## config.mk

```make
export PLATFORM = sky130hd
export DESIGN_NAME = alu_share_arb
export DESIGN_NICKNAME = d
export VERILOG_FILES = /design/src/rtl/alu_share_arb.sv
export SDC_FILE = /design/constraint.sdc
export NUM_CORES = 1
export LEC_CHECK = 0
export ABC_AREA = 1
export CAP_MARGIN = 20
export CELL_PAD_IN_SITES_DETAIL_PLACEMENT = 0
export CELL_PAD_IN_SITES_GLOBAL_PLACEMENT = 1
export CORE_ASPECT_RATIO = 0.9
export CORE_MARGIN = 2
export CORE_UTILIZATION = 36
export DETAILED_ROUTE_END_ITERATION = 8
export DONT_BUFFER_PORTS = 1
export HOLD_SLACK_MARGIN = 0.1
export PLACE_DENSITY = 0.81
export RECOVER_POWER = 100
export SYNTH_ARGS = -nofsm -noshare
export SYNTH_HDL_FRONTEND = slang
export SYNTH_SLANG_ARGS = --single-unit
export TNS_END_PERCENT = 30
```

## constraint.sdc

```tcl
create_clock -name clk -period 1.18 [get_ports clk]
set_input_delay 0.295 -clock clk [delete_from_list [all_inputs] [get_ports clk]]
set_output_delay 0.295 -clock clk [all_outputs]
set_load 0.005 [all_outputs]
```

## src/rtl/alu_share_arb.sv

```systemverilog
//============================================================================
// Module   : alu_share_arb
// Purpose  : Shares one combinational simple_alu among NREQ requesters.
//            Arbitrates, registers the winner's operands/opcode onto the ALU,
//            captures the 8-bit result and returns it to the owning requester
//            over a valid/ready response channel. One transaction in flight.
// Ports    : clk, rst_n (async, active-low)
//            i_req_valid/o_req_ready/i_req_a/i_req_b/i_req_op : request side
//            o_alu_a/o_alu_b/o_alu_op/i_alu_result            : ALU side
//            o_rsp_valid/i_rsp_ready/o_rsp_data               : response side
//            o_busy : high whenever the FSM is not idle
// Config   : ALU_SHARE_ARB_RR_EN defined -> round-robin arbitration,
//            otherwise fixed priority (lowest index wins).
// Revision : 1.0 - initial release
//============================================================================
`default_nettype none

module alu_share_arb #(
  parameter int NREQ = 4,
  parameter int DW   = 4,
  parameter int RW   = 8
) (
  input  logic              clk,
  input  logic              rst_n,
  input  logic [NREQ-1:0]    i_req_valid,
  output logic [NREQ-1:0]    o_req_ready,
  input  logic [NREQ*DW-1:0] i_req_a,
  input  logic [NREQ*DW-1:0] i_req_b,
  input  logic [NREQ*2-1:0]  i_req_op,
  output logic [DW-1:0]      o_alu_a,
  output logic [DW-1:0]      o_alu_b,
  output logic [1:0]         o_alu_op,
  input  logic [RW-1:0]      i_alu_result,
  output logic [NREQ-1:0]    o_rsp_valid,
  input  logic [NREQ-1:0]    i_rsp_ready,
  output logic [RW-1:0]      o_rsp_data,
  output logic              o_busy
);

  localparam int IW = (NREQ > 1) ? $clog2(NREQ) : 1;

  localparam logic [1:0] S_IDLE = 2'd0;
  localparam logic [1:0] S_EXEC = 2'd1;
  localparam logic [1:0] S_RESP = 2'd2;

  logic [1:0]      r_state;
  logic [1:0]      w_next_state;
  logic [IW-1:0]   r_owner;
  logic [DW-1:0]   r_alu_a;
  logic [DW-1:0]   r_alu_b;
  logic [1:0]      r_alu_op;
  logic [RW-1:0]   r_rsp_data;

  logic            w_grant_vld;
  logic [IW-1:0]   w_grant_idx;
  logic [NREQ-1:0] w_grant_oh;
  logic [NREQ-1:0] w_owner_oh;
  logic [DW-1:0]   w_sel_a;
  logic [DW-1:0]   w_sel_b;
  logic [1:0]      w_sel_op;
  logic            w_accept;
  logic            w_rsp_done;

`ifdef ALU_SHARE_ARB_RR_EN
  logic [IW-1:0]   r_ptr;

  // Search pointer+1, pointer+2, ... wrapping; first valid requester wins.
  always_comb begin
    int w_rr_j;
    w_rr_j      = 0;
    w_grant_vld = 1'b0;
    w_grant_idx = '0;
    for (int k = 1; k <= NREQ; k++) begin
      w_rr_j = int'(r_ptr) + k;
      if (w_rr_j >= NREQ) w_rr_j = w_rr_j - NREQ;
      if (!w_grant_vld && i_req_valid[IW'(w_rr_j)]) begin
        w_grant_vld = 1'b1;
        w_grant_idx = IW'(w_rr_j);
      end
    end
  end
`else
  // Descending scan so the lowest valid index is the last (winning) assignment.
  always_comb begin
    w_grant_vld = 1'b0;
    w_grant_idx = '0;
    for (int i = NREQ - 1; i >= 0; i--) begin
      if (i_req_valid[i]) begin
        w_grant_vld = 1'b1;
        w_grant_idx = IW'(i);
      end
    end
  end
`endif

  // Operand/opcode mux for the current winner.
  always_comb begin
    w_sel_a  = '0;
    w_sel_b  = '0;
    w_sel_op = '0;
    for (int i = 0; i < NREQ; i++) begin
      if (IW'(i) == w_grant_idx) begin
        w_sel_a  = i_req_a[i*DW +: DW];
        w_sel_b  = i_req_b[i*DW +: DW];
        w_sel_op = i_req_op[i*2 +: 2];
      end
    end
  end

  assign w_grant_oh = {{(NREQ-1){1'b0}}, 1'b1} << w_grant_idx;
  assign w_owner_oh = {{(NREQ-1){1'b0}}, 1'b1} << r_owner;
  assign w_accept   = (r_state == S_IDLE) && w_grant_vld;
  assign w_rsp_done = (r_state == S_RESP) && i_rsp_ready[r_owner];

  // FSM: state register
  always_ff @(posedge clk or negedge rst_n) begin
    if (!rst_n) r_state <= S_IDLE;
    else        r_state <= w_next_state;
  end

  // FSM: next-state logic
  always_comb begin
    w_next_state = r_state;
    case (r_state)
      S_IDLE:  if (w_accept) w_next_state = S_EXEC;
      S_EXEC:  w_next_state = S_RESP;
      S_RESP:  if (w_rsp_done) w_next_state = S_IDLE;
      default: w_next_state = S_IDLE;
    endcase
  end

  // FSM: outputs. req_ready is gated by rst_n so it reads 0 while reset is held.
  always_comb begin
    o_req_ready = '0;
    o_rsp_valid = '0;
    o_busy      = (r_state != S_IDLE);
    if (rst_n && (r_state == S_IDLE) && w_grant_vld) o_req_ready = w_grant_oh;
    if (r_state == S_RESP)                           o_rsp_valid = w_owner_oh;
  end

  // Datapath: operand capture on accept, result capture at the end of EXEC.
  always_ff @(posedge clk or negedge rst_n) begin
    if (!rst_n) begin
      r_owner    <= '0;
      r_alu_a    <= '0;
      r_alu_b    <= '0;
      r_alu_op   <= '0;
      r_rsp_data <= '0;
`ifdef ALU_SHARE_ARB_RR_EN
      r_ptr      <= IW'(NREQ - 1);
`endif
    end else begin
      if (w_accept) begin
        r_owner  <= w_grant_idx;
        r_alu_a  <= w_sel_a;
        r_alu_b  <= w_sel_b;
        r_alu_op <= w_sel_op;
`ifdef ALU_SHARE_ARB_RR_EN
        r_ptr    <= w_grant_idx;
`endif
      end
      if (r_state == S_EXEC) r_rsp_data <= i_alu_result;
    end
  end

  assign o_alu_a    = r_alu_a;
  assign o_alu_b    = r_alu_b;
  assign o_alu_op   = r_alu_op;
  assign o_rsp_data = r_rsp_data;

endmodule

`default_nettype wire

```

# Yosys cells after proc, flatten, opt, wreduce, memory -nomap -nowiden
# Cells that the tools add are included.
[totals]
reg_bits = 22
inputBits = 58
out_inout_bits = 27
elab_cells = 51
[classes]
magnitude_cmp = 1
eq_ne = 7
shift = 2
n_mux = 27
n_reduce_logical = 8
[op_table]
columns = ["cell", "n"]
rows = [
  ["4-bit 2-to-1 mux", 10],
  ["2-bit 2-to-1 mux", 10],
  ["1-bit by 2-bit left shift with 4-bit output (first input constant)", 2],
  ["2-bit case mux with 3 select lines", 1],
  ["1-bit 2-to-1 mux", 5],
  ["2-bit equality test (first input constant)", 2],
  ["1-bit logical AND", 4],
  ["2-bit zero test", 2],
  ["2-bit inequality test (second input constant)", 2],
  ["2-bit by 3-bit < comparator with 1-bit output (second input constant)", 1],
  ["1-bit binary-select mux with 2-bit select", 1],
  ["1-bit by 2-bit equality test with 1-bit output (first input constant)", 1],
  ["2-bit by 1-bit equality test with 1-bit output (second input constant)", 1],
  ["2-bit equality test (second input constant)", 1],
  ["2-bit AND reduction", 1],
  ["2-bit nonzero test", 1],
]

# Longest topological paths before layout
# Gate-level depths: netlist of the first run.
[depth]
depth_word = 9
ltp_mapped = 9
ltp_nobuf = 8

# Worst setup path before layout of the first run
# OpenSTA, ideal clock, no wires.
[synth_timing]
kind = "reg-to-output"
start = "register r_state[0]"
end = "output port o_req_ready[2]"
t_arrival_ns = 0.993
path_slack_ns = -0.108
stages_incl_launch_ff = 6
n_path_buf = 0
cell_sequence = "dfrtp_1 nor2_1 o21ai_4 inv_1 nand2_1 nor3_1"
[synth_between]
elab_chain_len = 4
[synth_lines]
columns = ["element", "line", "source"]
rows = [
  ["start, declared", "46", "logic [1:0] r_state;"],
  ["start signal, assigned", "118", "else r_state <= w_next_state;"],
  ["2-bit zero test", "137", "if (rst_n && (r_state == S_IDLE) && w_grant_vld) o_req_ready = w_grant_oh;"],
  ["1-bit logical AND (2 in series)", "137", ""],
  ["4-bit 2-to-1 mux", "137", ""],
  ["end, declared", "26", "output logic [NREQ-1:0] o_req_ready,"],
]
# Every way passes these cells.

# Worst setup path after layout of the first run
[layout_timing]
start = "register r_state[1]"
end = "output port o_req_ready[2]"
# The elaborated chain is that of the path after synthesis.

==> key figures, run 1 <==
Yosys
  • Post-synthesis cell area: roughly 0.0013 sq mm
  • Seq cells post-synth: 22
  • Number of distinct library cells after synthesis: 15
  • Post-Syn Instances: between 150 and 200
  • Post-Synth Simple-Gate Area: 0.404
  • Synth Area in Compound Gates: 0.0232
  • Ys Warns: 0
  • Post-synth top area share: 0.409
  • Top post-synthesis cells by area: dfrtp_1 41%, nand2_1 17%, nand3_1 14%
  • Seq/Total Area, Yosys: 0.409
  • Adder-Cell Fraction of Synth Area: 0
  • Post-Synth XOR/XNOR Area: 0
  • Post-synth top area cell: dfrtp_1
  • Ys async rst share: 1.00
  • Post-synth EDFFs: 0
  • Post-synthesis mux area share: 0.0669
  • Largest family of logic cells by synthesized area: simple AND/OR/NAND/NOR gates
  • Top FF cell, synth: dfrtp_1
  • Syn Nets: approximately 250
  • Average size of a mapped cell: 6.95 sq um

Worst hold path
  • Hold Crit Class: in2reg

Die
  • Initial core utilization: 0.369
  • Die Footprint: 0.00425 sq mm
  • Chip height: ~62 microns
  • Num rows: 21
  • Die Span X: approximately 68 microns
  • IO Pins: 85
  • Core Box Area: between 0.003 and 0.004 sq mm

Worst setup path
  • Data required, critical path: ~900 ps
  • CP max FO: 3
  • CP Capture Type: output pin
  • CP top delay family: flip-flops
  • Crit path buf inv count: 1
  • Setup CP Type: reg2out
  • Slowest cell on crit path: dfrtp_1
  • Crit-path max cell delay: roughly 400 ps
  • CP Cell Sequence: nor2_4 -> o21ai_4 -> inv_2 -> nand2_4 -> nor3_4
  • Startpoint Class: flop
  • Crit path DAT: 1160 ps

Drt
  • Via density: 4.89
  • Antenna viol nets, final: 0
  • Total number of vias: 1,243
  • Detailed Route WL: between 3000 and 4000 microns
  • Iter 0 DRT Violations: 49
  • Routed WL per cell: approximately 13 microns
  • Pre-antenna DRT Iters: 4
  • DRC viols: 0

Clock tree
  • CTS tree: yes
  • H-tree depth: 1
  • # clock sinks: 22
  • Latest clock arrival within the worst-skew pair: 250 ps
  • Cts bufs inserted: 3
  • Root Driver: clkbuf_8
  • Reg clk slew, reported paths: 70 ps
  • Clk buf depth: 2

Timing
  • Part of the cycle the worst path needs: 1.23
  • Setup Skew: 4.83 ps
  • Fin worst setup slack: -271 ps
  • Worst hold slack: ~190 ps
  • Period minus WS final: 1450 ps
  • Final slew viol count: 0
  • Final Hold Vio Count: 0
  • Maximum clock rate: slightly below 700 MHz
  • Count of final setup violators: 10
  • Slew margin rel.: 0.235
  • Worst slew pin tran: between 1000 and 1500 ps
  • RSZ-0062 raised after global routing: yes

Global route
  • Largest net degree at the start of global routing: 25
  • Initial antenna violation count: 0
  • Vias in the first global route: 1,148
  • First-pass GRT wire length: 5110 microns
  • GRT Total Usage: 0.166
  • Total gr overflow: 0

Place
  • Placed Instances: roughly 250
  • IO buf count: 0
  • Placed wire-length estimate: between 2000 and 3000 microns
  • Place WS: -63.1 ps
  • Routability cong.: a little under 0.8

Final layout
  • Final non-filler cell total: about 250
  • Layout cell share with drive strength beyond 1: 0.260
  • Area Growth Syn to Fin: 22.3%
  • Post-layout nets: about 270
  • N_diodes: 0

Pwr
  • Pwr dens: ~2100 mW/mm^2
  • Leak Pwr: ~0.85 nW
  • Worst vdd ir: between 0.6 and 0.7 mV

Run status
  • Violated checks: negative setup slack
  • Status: complete, but fails checks

Run
  • Max_cap viols: 0
## worst register-to-register path: stages (launching register included)
cell     delay (ps)
dfrtp_1         410
nor2_4           60
o21ai_4          60
inv_2            80
buf_4           130
buf_4           120
buf_4           120
buf_4           110
## cells in the mapped netlist, types with 2 or more instances
master	number
inv_2	2
nand2_1	61
o21ai_1	2
inv_1	20
nor2_1	25
mux2_2	8
dfrtp_1	22
nor3_1	5
nand3_1	37
buf_2	6
buf_4	2
## flip-flops by register name, indices dropped and copies added (netlist names)
register	cells
o_alu_a	4
o_alu_b	4
o_alu_op	2
o_rsp_data	8
r_owner	2
r_state	2
## per-stage QoR
| step | utilization | power [mW] | instance area [sq um] | setup TNS [ps] |
|---|---|---|---|---|
| floorplan | - | 2.33 | 1360 | -40.5 |
| global placement | 0.408 | 2.67 | 1490 | -140 |
| detailed placement | 0.408 | 2.70 | 1490 | -258 |
| CTS | 0.438 | 3.36 | 1600 | -4760 |
| global route | 0.451 | 3.80 | 1650 | -3210 |
| finish | 0.451 | 3.45 | 1650 | -1920 |
## routing by layer
| metal | share of wire | GRT usage | vias up |
|---|---|---|---|
| met5 | 0 | 0 | - |
| met4 | 0.011 | 0.0343 | 0 |
| met3 | 0.077 | 0.0631 | 2 |
| met2 | 0.49 | 0.290 | 48 |
| met1 | 0.42 | 0.195 | 553 |
| li1 | - | - | 640 |
## power by group
part	switching, mW	leakage, nW	internal (mW)	total (mW)
Combinational	0.790	0.562	0.774	1.56
Sequential	0.319	0.269	1.13	1.45
Clock	0.212	0.0216	0.227	0.438
## cells by family after synthesis
| kind of cell | count (synthesis) |
|---|---|
| and+or+nand+nor | 129 |
| muxes | 8 |
| DFF | 22 |
| AOI/OAI and AO/OA | 4 |
| buffers and inverters | 31 |
## what timing repair did
action                                  in CTS  in global routing
endpoints found under the setup margin       9                 43
buffers inserted                             3                  1
pin swaps                                    1                  1
resized for setup                           10                 16
hold endpoints to repair                    22                  0
hold buffers                                 1                  0
## cell type report
cell class / count / area [sq um]
Multi-Input combinational cell: 141 / 744
Inverter: 22 / 82.6
Tap cell: 46 / 57.6
Sequential cell: 22 / 551
Timing Repair Buffer: 20 / 171
Clock buffer: 3 / 41.3
Fill cell: 383 / 2000
## worst paths after layout
kind | startpoint | end | slack, ps | depth (start not counted)
max | r_state[1]$_DFFE_PN0P_ | o_req_ready[2] | -270 | 5
min | i_alu_result[0] | o_rsp_data[0]$_DFFE_PN0N_ | 190 | 1
max reg2reg | r_state[0]$_DFFE_PN0P_ | r_state[0]$_DFFE_PN0P_ | -10 | 7
min reg2reg | o_alu_b[2]$_DFFE_PN0P_ | o_alu_b[2]$_DFFE_PN0P_ | 510 | 2
max in group asynchronous | rst_n | o_rsp_data[5]$_DFFE_PN0N_ | 250 | 1
min in group asynchronous | rst_n | o_rsp_data[0]$_DFFE_PN0N_ | 250 | 1
## layout by cell type, fill, tap and decap left out, types with 3 or more instances in the layout
cell type | netlist | layout
nor2_4 | 1 | 3
buf_4 | 2 | 17
clkbuf_8 | 0 | 3
mux2_2 | 8 | 8
nor2_2 | 0 | 10
nand2_1 | 61 | 60
dfrtp_1 | 22 | 22
inv_2 | 2 | 4
inv_1 | 20 | 18
nor2_1 | 25 | 13
nor3_2 | 0 | 4
nand3_1 | 37 | 37
No activity file was read; power rests on OpenSTA's default activity.
==> inputs of run 2 (changes only) <==
Settings changed: ABC_AREA 1 to not set, CORE_UTILIZATION 36 to 39.
==> run 2 against run 1 <==
Compared with the run above: the flow still finishes with violations (negative setup slack); sequential power hardly changed; core utilization is 6.1 points higher; power is 20% higher; sequential share of layout area is 1.6 points lower; via count is 11% lower; synthesized cell count is 29% lower; critical path type unchanged; largest power group unchanged.
==> key figures, run 2 <==
Final layout
  • Filler cells: 317 (was 383)
  • Post-route cell area: 0.00173 sq mm (was 0.00165 sq mm)
  • Area of the multi-input gates: 871 sq um (was 744 sq um)
  • Most common cell after layout, fill and taps aside: dfrtp_1 (was nand2_1)
  • Area Growth Syn to Fin: 25.9% (was 22.3%)
  • Layout cell share with drive strength beyond 1: 0.474 (was 0.260)
  • Register area: 551 sq um (unchanged)
  • N_diodes: 0 (unchanged)
  • Most frequent cells in the layout: 22 x dfrtp_1, 20 x nand2_1, 13 x buf_4 (was 60 x nand2_1, 37 x nand3_1, 22 x dfrtp_1)
  • Final Util: 0.512 (was 0.451)
  • Max FFs per register: 8 (unchanged)
  • Post-layout nets: 211 (was 268)

Drt
  • M1 WL: 1280 microns (was 1420 microns)
  • Pre-antenna DRT Iters: 4 (unchanged)
  • Detailed Route WL: 3590 microns (was 3390 microns)
  • Metal2 WL: 1910 microns (was 1670 microns)
  • Top Layer Used: met4 (unchanged)
  • Antenna viol nets, final: 0 (unchanged)
  • Routed WL per cell: 18.3 microns (was 13.4 microns)
  • Met3 routed WL: 375 microns (was 260 microns)
  • Total number of vias: 1,112 (was 1,243)
  • DRC viols: 0 (unchanged)
  • Iter 0 DRT Violations: 21 (was 49)
  • Via density: 5.67 (was 4.89)

Yosys
  • Largest family of logic cells by synthesized area: simple AND/OR/NAND/NOR gates (unchanged)
  • Average size of a mapped cell: 9.96 sq um (was 6.95 sq um)
  • Number of distinct library cells after synthesis: 32 (was 15)
  • Top post-synthesis cells by area: dfrtp_1 40%, o31ai_2 8.2%, mux2_2 6.6% (was dfrtp_1 41%, nand2_1 17%, nand3_1 14%)
  • Top FF cell, synth: dfrtp_1 (unchanged)
  • Post-synth EDFFs: 0 (unchanged)
  • Ys async rst share: 1.00 (unchanged)
  • Post-Synth Simple-Gate Area: 0.230 (was 0.404)
  • Top-count cell post-synth: dfrtp_1 (was nand2_1)
  • Seq/Total Area, Yosys: 0.401 (was 0.409)
  • Most frequent cells after synthesis: 22 x dfrtp_1, 21 x nand2_1, 12 x a21oi_1 (was 61 x nand2_1, 37 x nand3_1, 25 x nor2_1)
  • Syn Nets: 196 (was 252)
  • Post-synth top area share: 0.401 (was 0.409)
  • Post-Syn Instances: 138 (was 194)
  • Post-Synth XOR/XNOR Area: 0 (unchanged)
  • Seq cells post-synth: 22 (unchanged)
  • Adder-Cell Fraction of Synth Area: 0 (unchanged)
  • Synth Area in Compound Gates: 0.230 (was 0.0232)
  • Post-synth top area cell: dfrtp_1 (unchanged)
  • Post-synthesis mux area share: 0.0820 (was 0.0669)
  • Ys Warns: 0 (unchanged)
  • Post-synthesis cell area: 0.00137 sq mm (was 0.00135 sq mm)

Clock tree
  • Clk buf depth: 2 (unchanged)
  • CTS tree: yes (unchanged)
  • Latest clock arrival within the worst-skew pair: 260 ps (was 250 ps)
  • # clock sinks: 22 (unchanged)
  • H-tree depth: 1 (unchanged)
  • Reg clk slew, reported paths: 80 ps (was 70 ps)
  • Root Driver: clkbuf_8 (unchanged)
  • Cts bufs inserted: 3 (unchanged)

Die
  • Initial core utilization: 0.407 (was 0.369)
  • Core Box Area: 0.00338 sq mm (was 0.00365 sq mm)
  • Chip height: 60.3 microns (was 62.0 microns)
  • IO Pins: 85 (unchanged)
  • Die Span X: 66.6 microns (was 68.5 microns)
  • Die Footprint: 0.00401 sq mm (was 0.00425 sq mm)
  • Num rows: 20 (was 21)

Timing
  • Fin worst setup slack: -286 ps (was -271 ps)
  • Maximum clock rate: 682 MHz (was 689 MHz)
  • Worst slew pin tran: 490 ps (was 1150 ps)
  • Final Hold Vio Count: 0 (unchanged)
  • Part of the cycle the worst path needs: 1.24 (was 1.23)
  • Slew margin rel.: 0.673 (was 0.235)
  • Setup Skew: 2.18 ps (was 4.83 ps)
  • Period minus WS final: 1470 ps (was 1450 ps)
  • Final slew viol count: 0 (unchanged)
  • RSZ-0062 raised after global routing: yes (unchanged)
  • Count of final setup violators: 28 (was 10)

Place
  • IO buf count: 0 (unchanged)
  • Routability cong.: 0.815 (was 0.773)
  • Place WS: -150 ps (was -63.1 ps)
  • Area post-placement: 0.00148 sq mm (was 0.00149 sq mm)
  • Placed wire-length estimate: 2660 microns (was 2570 microns)

Worst setup path
  • Startpoint Class: flop (unchanged)
  • Data required, critical path: 880 ps (about the same)
  • Crit path DAT: 1170 ps (was 1160 ps)
  • Setup CP Type: reg2out (unchanged)
  • CP max FO: 4 (was 3)
  • CP Capture Type: output pin (unchanged)

Run status
  • Status: complete, but fails checks (unchanged)
  • Violated checks: negative setup slack (unchanged)

Global route
  • Total gr overflow: 0 (unchanged)
  • GRT Total Usage: 0.174 (was 0.166)
  • First-pass GRT wire length: 5240 microns (was 5110 microns)
  • Vias in the first global route: 1,177 (was 1,148)
  • Largest net degree at the start of global routing: 23 (was 25)
  • Initial antenna violation count: 0 (unchanged)

Run
  • Max_cap viols: 0 (unchanged)

Pwr
  • Pwr dens: 2390 mW/mm^2 (was 2090 mW/mm^2)
  • Clock power frac: 0.167 (was 0.127)
  • Logic gate share of total power: 0.479 (was 0.453)
  • Worst vdd ir: 0.811 mV (was 0.688 mV)
  • Switch share: 0.355 (was 0.383)
  • Int Pwr: 2.66 mW (was 2.13 mW)
  • Psw: 1.47 mW (was 1.32 mW)
  • Leak Pwr: 0.696 nW (was 0.852 nW)
  • Final Power: 4.13 mW (was 3.45 mW)
  • Share of power burned in registers: 0.354 (was 0.420)

Worst hold path
  • Hold Crit Class: in2reg (unchanged)
[run 2: changes by cell type after synthesis, sizes merged, moves of 3 or more]
| cell | delta |
|---|---|
| a311oi | +10 |
| nand2 | -40 |
| nand2b | +3 |
| nor2b | +10 |
| nand3 | -37 |
| nor2 | -13 |
| a21oi | +12 |
| inv | -18 |
| or2 | +3 |
| o31ai | +10 |
[run 2: per-layer routing]
metal,global-route usage,up-vias
met4,0.0816,0
met5,0,-
met2,0.299,66
met1,0.203,523
met3,0.0490,4
li1,-,519
[run 2: logic make-up (layout without fill, tap and decap cells)]
kind of cell	Yosys count	count (layout)
AND/OR/NAND/NOR	57	57
AO/OA/AOI/OAI	37	37
flip-flops	22	22
buffers and inverters	13	27
multiplexers	9	9
[run 2: path summary, 6_finish.rpt]
path,slack (ps),endpoint,cells after the start,startpoint
hold / removal,120,r_owner[0]$_DFFE_PN0P_,1,i_req_valid[0]
setup / recovery,-290,o_req_ready[0],3,r_state[0]$_DFFE_PN0P_
setup reg to reg,-150,o_alu_a[0]$_DFFE_PN0P_,6,r_state[0]$_DFFE_PN0P_
max in group asynchronous,230,o_alu_a[1]$_DFFE_PN0P_,2,rst_n
min in group asynchronous,270,o_rsp_data[1]$_DFFE_PN0N_,1,rst_n
hold reg to reg,530,o_alu_b[3]$_DFFE_PN0P_,2,o_alu_b[3]$_DFFE_PN0P_
[run 2: repair_timing]
| action | CTS | global route |
|---|---|---|
| pin swaps | 5 | 2 |
| endpoints found under the setup margin | 27 | 29 |
| resized for setup | 13 | 12 |
| buffers inserted | 5 | 1 |
| hold buffers | 1 | 0 |
| endpoints found under the hold margin | 22 | 0 |
[run 2: power groups by stage]
| stage | clock (mW) | sequential, mW | combinational (mW) |
|---|---|---|---|
| finish | 0.689 | 1.46 | 1.98 |
| global placement | 0 | 1.46 | 1.39 |
| global route | 0.741 | 1.52 | 2.14 |
| floorplan | 0 | 1.40 | 1.05 |
| detailed placement | 0 | 1.49 | 1.48 |
| CTS | 0.717 | 1.46 | 1.78 |
[run 2: area by class of cell]
type,count,share of cell area
clock inverters,1,0.0174
flip-flops and latches,22,0.318
inverters,4,0.00868
clock buffers,3,0.0239
multi-input cells,103,0.504
repair buffers,19,0.0962
well taps,44,0.0318
[run 2: worst max-delay path, stage by stage (launching register included)]
cell and delay [ps]:
dfrtp_1 430, nor2_4 170, buf_6 130, and3_4 170
[run 2: stage by stage]
step / hold slack, ps / setup TNS (ps) / cells
floorplan: -0.591 / -208 / 138
global placement: -0.0447 / -981 / 184
detailed placement: 0.0213 / -1460 / 184
CTS: 126 / -6210 / 194
global route: 113 / -5350 / 196
finish: 123 / -3770 / 196
==> inputs of run 3 (changes only) <==
Settings changed: CORE_UTILIZATION 39 to 44, PLACE_DENSITY 0.81 to 0.86.
Clock period 1.18 ns to 1.5 ns, I/O delays scaled along.
==> run 3 against run 2 <==
Compared with the run above: the run still ends with negative setup slack left; flip-flop and latch count unchanged; count of clock-buffer cells in the layout is 1 higher; combinational power down 43%; clock skew is 4.7 ps higher; core utilization fell by 0.58 points; via count shrank 5.6%; die area is 11% lower; hold slack better by 47 ps; wire length is 16% lower; highest routed layer unchanged; clock power down 54%; non-clock buffer count is 11 lower; critical path type unchanged.
==> key figures, run 3 (synthesis results as in run 2) <==
Global route
  • Vias in the first global route: 1,014 (was 1,177)
  • Total gr overflow: 0 (unchanged)
  • Initial antenna violation count: 0 (unchanged)
  • GRT Total Usage: 0.163 (was 0.174)
  • Largest net degree at the start of global routing: 23 (unchanged)
  • First-pass GRT wire length: 4680 microns (was 5240 microns)

Clock tree
  • Clk buf depth: 2 (unchanged)
  • # clock sinks: 22 (unchanged)
  • H-tree depth: 1 (unchanged)
  • Cts bufs inserted: 3 (unchanged)
  • Reg clk slew, reported paths: 110 ps (was 80 ps)
  • Latest clock arrival within the worst-skew pair: 300 ps (was 260 ps)
  • CTS tree: yes (unchanged)
  • Root Driver: clkbuf_4 (was clkbuf_8)

Drt
  • Iter 0 DRT Violations: 24 (was 21)
  • Routed WL per cell: 16.5 microns (was 18.3 microns)
  • Via density: 5.74 (was 5.67)
  • Detailed Route WL: 3030 microns (was 3590 microns)
  • Pre-antenna DRT Iters: 4 (unchanged)
  • Antenna viol nets, final: 0 (unchanged)
  • Total number of vias: 1,050 (was 1,112)
  • DRC viols: 0 (unchanged)

Worst setup path
  • Setup CP Type: reg2out (unchanged)
  • Crit path DAT: 1140 ps (was 1170 ps)
  • Slowest cell on crit path: dfrtp_2 (was dfrtp_1)
  • CP top delay family: flip-flops (unchanged)
  • Crit-path max cell delay: 450 ps (was 430 ps)
  • CP Cell Sequence: nor2_4 -> nand2_4 -> nor3_4 (was nor2_4 -> buf_6 -> and3_4)
  • CP max FO: 4 (unchanged)
  • Startpoint Class: flop (unchanged)
  • Crit path buf inv count: 0 (was 1)
  • Data required, critical path: 1120 ps (was 880 ps)
  • CP Capture Type: output pin (unchanged)

Place
  • Placed wire-length estimate: 2410 microns (was 2660 microns)
  • Area post-placement: 0.00139 sq mm (was 0.00148 sq mm)
  • Routability cong.: 0.766 (was 0.815)
  • Placed Instances: 173 (was 184)
  • IO buf count: 0 (unchanged)

Final layout
  • Final Util: 0.506 (was 0.512)
  • Most frequent cells in the layout: 20 x nand2_1, 20 x dfrtp_1, 12 x a21oi_1 (was 22 x dfrtp_1, 20 x nand2_1, 13 x buf_4)
  • Final non-filler cell total: 183 (was 196)
  • Max FFs per register: 8 (unchanged)
  • Area of the multi-input gates: 798 sq um (was 871 sq um)
  • N_diodes: 0 (unchanged)
  • Area Growth Syn to Fin: 11.2% (was 25.9%)
  • Filler cells: 274 (was 317)
  • Layout cell share with drive strength beyond 1: 0.397 (was 0.474)
  • Post-layout nets: 200 (was 211)
  • Post-route cell area: 0.00153 sq mm (was 0.00173 sq mm)
  • Register area: 553 sq um (was 551 sq um)

Run status
  • Status: complete, but fails checks (unchanged)
  • Violated checks: negative setup slack (unchanged)

Worst hold path
  • Hold Crit Class: in2reg (unchanged)

Timing
  • Worst slew pin tran: 510 ps (was 490 ps)
  • Final slew viol count: 0 (unchanged)
  • Setup Skew: 6.89 ps (was 2.18 ps)
  • Period minus WS final: 1520 ps
  • RSZ-0062 raised after global routing: yes (unchanged)
  • Total negative slack: -29.7 ps (was -3770 ps)
  • Slew margin rel.: 0.659 (was 0.673)
  • Final Hold Vio Count: 0 (unchanged)
  • Part of the cycle the worst path needs: 1.01
  • Fin worst setup slack: -18.2 ps (was -286 ps)
  • Maximum clock rate: 659 MHz
  • Worst hold slack: 170 ps (was 123 ps)
  • Count of final setup violators: 2 (was 28)

Die
  • Num rows: 19 (was 20)
  • IO Pins: 85 (unchanged)
  • Initial core utilization: 0.455 (was 0.407)
  • Chip height: 57.0 microns (was 60.3 microns)
  • Die Footprint: 0.00359 sq mm (was 0.00401 sq mm)
  • Core Box Area: 0.00302 sq mm (was 0.00338 sq mm)
  • Die Span X: 62.9 microns (was 66.6 microns)

Pwr
  • Leak Pwr: 0.609 nW (was 0.696 nW)
  • Worst vdd ir: 0.597 mV (was 0.811 mV)
  • Pwr dens: 1710 mW/mm^2 (was 2390 mW/mm^2)

Run
  • Max_cap viols: 0 (unchanged)
## run 3: worst paths after layout
| kind | from | endpoint | slack [ps] | cells past startpoint |
|---|---|---|---|---|
| max reg2reg | r_state[1]$_DFFE_PN0P_ | o_alu_b[3]$_DFFE_PN0P_ | 90 | 6 |
| min | i_req_valid[0] | r_owner[0]$_DFFE_PN0P_ | 170 | 1 |
| max in group asynchronous | rst_n | o_alu_op[1]$_DFFE_PN0P_ | 380 | 2 |
| max | r_state[1]$_DFFE_PN0P_ | o_req_ready[1] | -20 | 3 |
| min reg2reg | o_alu_b[1]$_DFFE_PN0P_ | o_alu_b[1]$_DFFE_PN0P_ | 530 | 2 |
| min in group asynchronous | rst_n | o_rsp_data[5]$_DFFE_PN0N_ | 470 | 1 |
## run 3: per-layer routing
metal,share of wire,GRT usage
met4,0.0069,0.0476
met3,0.096,0.0375
met1,0.41,0.211
met5,0,0
met2,0.49,0.274
## run 3: cell type report
class                   instances  area share
well taps                      42      0.0344
inverters                       4     0.00983
clock buffers                   4      0.0238
flip-flops and latches         22       0.362
repair buffers                  8      0.0475
multi-input cells             103       0.523
## run 3: where the power goes
part           leakage (nW)  switching, mW  internal [mW]  total (mW)
clock network        0.0210          0.171          0.148       0.319
logic                 0.325          0.520          0.601        1.12
registers             0.264          0.275          0.897        1.17
total                 0.609          0.966           1.65        2.61
## run 3: timing repair
item | 4_1_cts | 5_1_grt
setup buffers | 3 | 1
resized for setup | 8 | 5
hold buffers | 1 | 0
endpoints found under the hold margin | 22 | 0
pin swaps | 3 | 1
setup endpoints to repair | 7 | 9
## run 3: worst reg2reg max path: cells and delay by family, from the launching register on
kind                   cells  cell delay, ps
flip-flops                 1             450
buffers and inverters      3             410
AO/OA/AOI/OAI              2             320
AND/OR/NAND/NOR            1             170
## run 3: stage by stage
stage                     worst slack (ps)  power [mW]
after floorplan                       2.36        1.92
after detailed placement               108        2.13
after CTS                            -21.6        2.58
after global placement                 131        2.07
final                                -18.2        2.61
after global routing                 -90.7        2.79
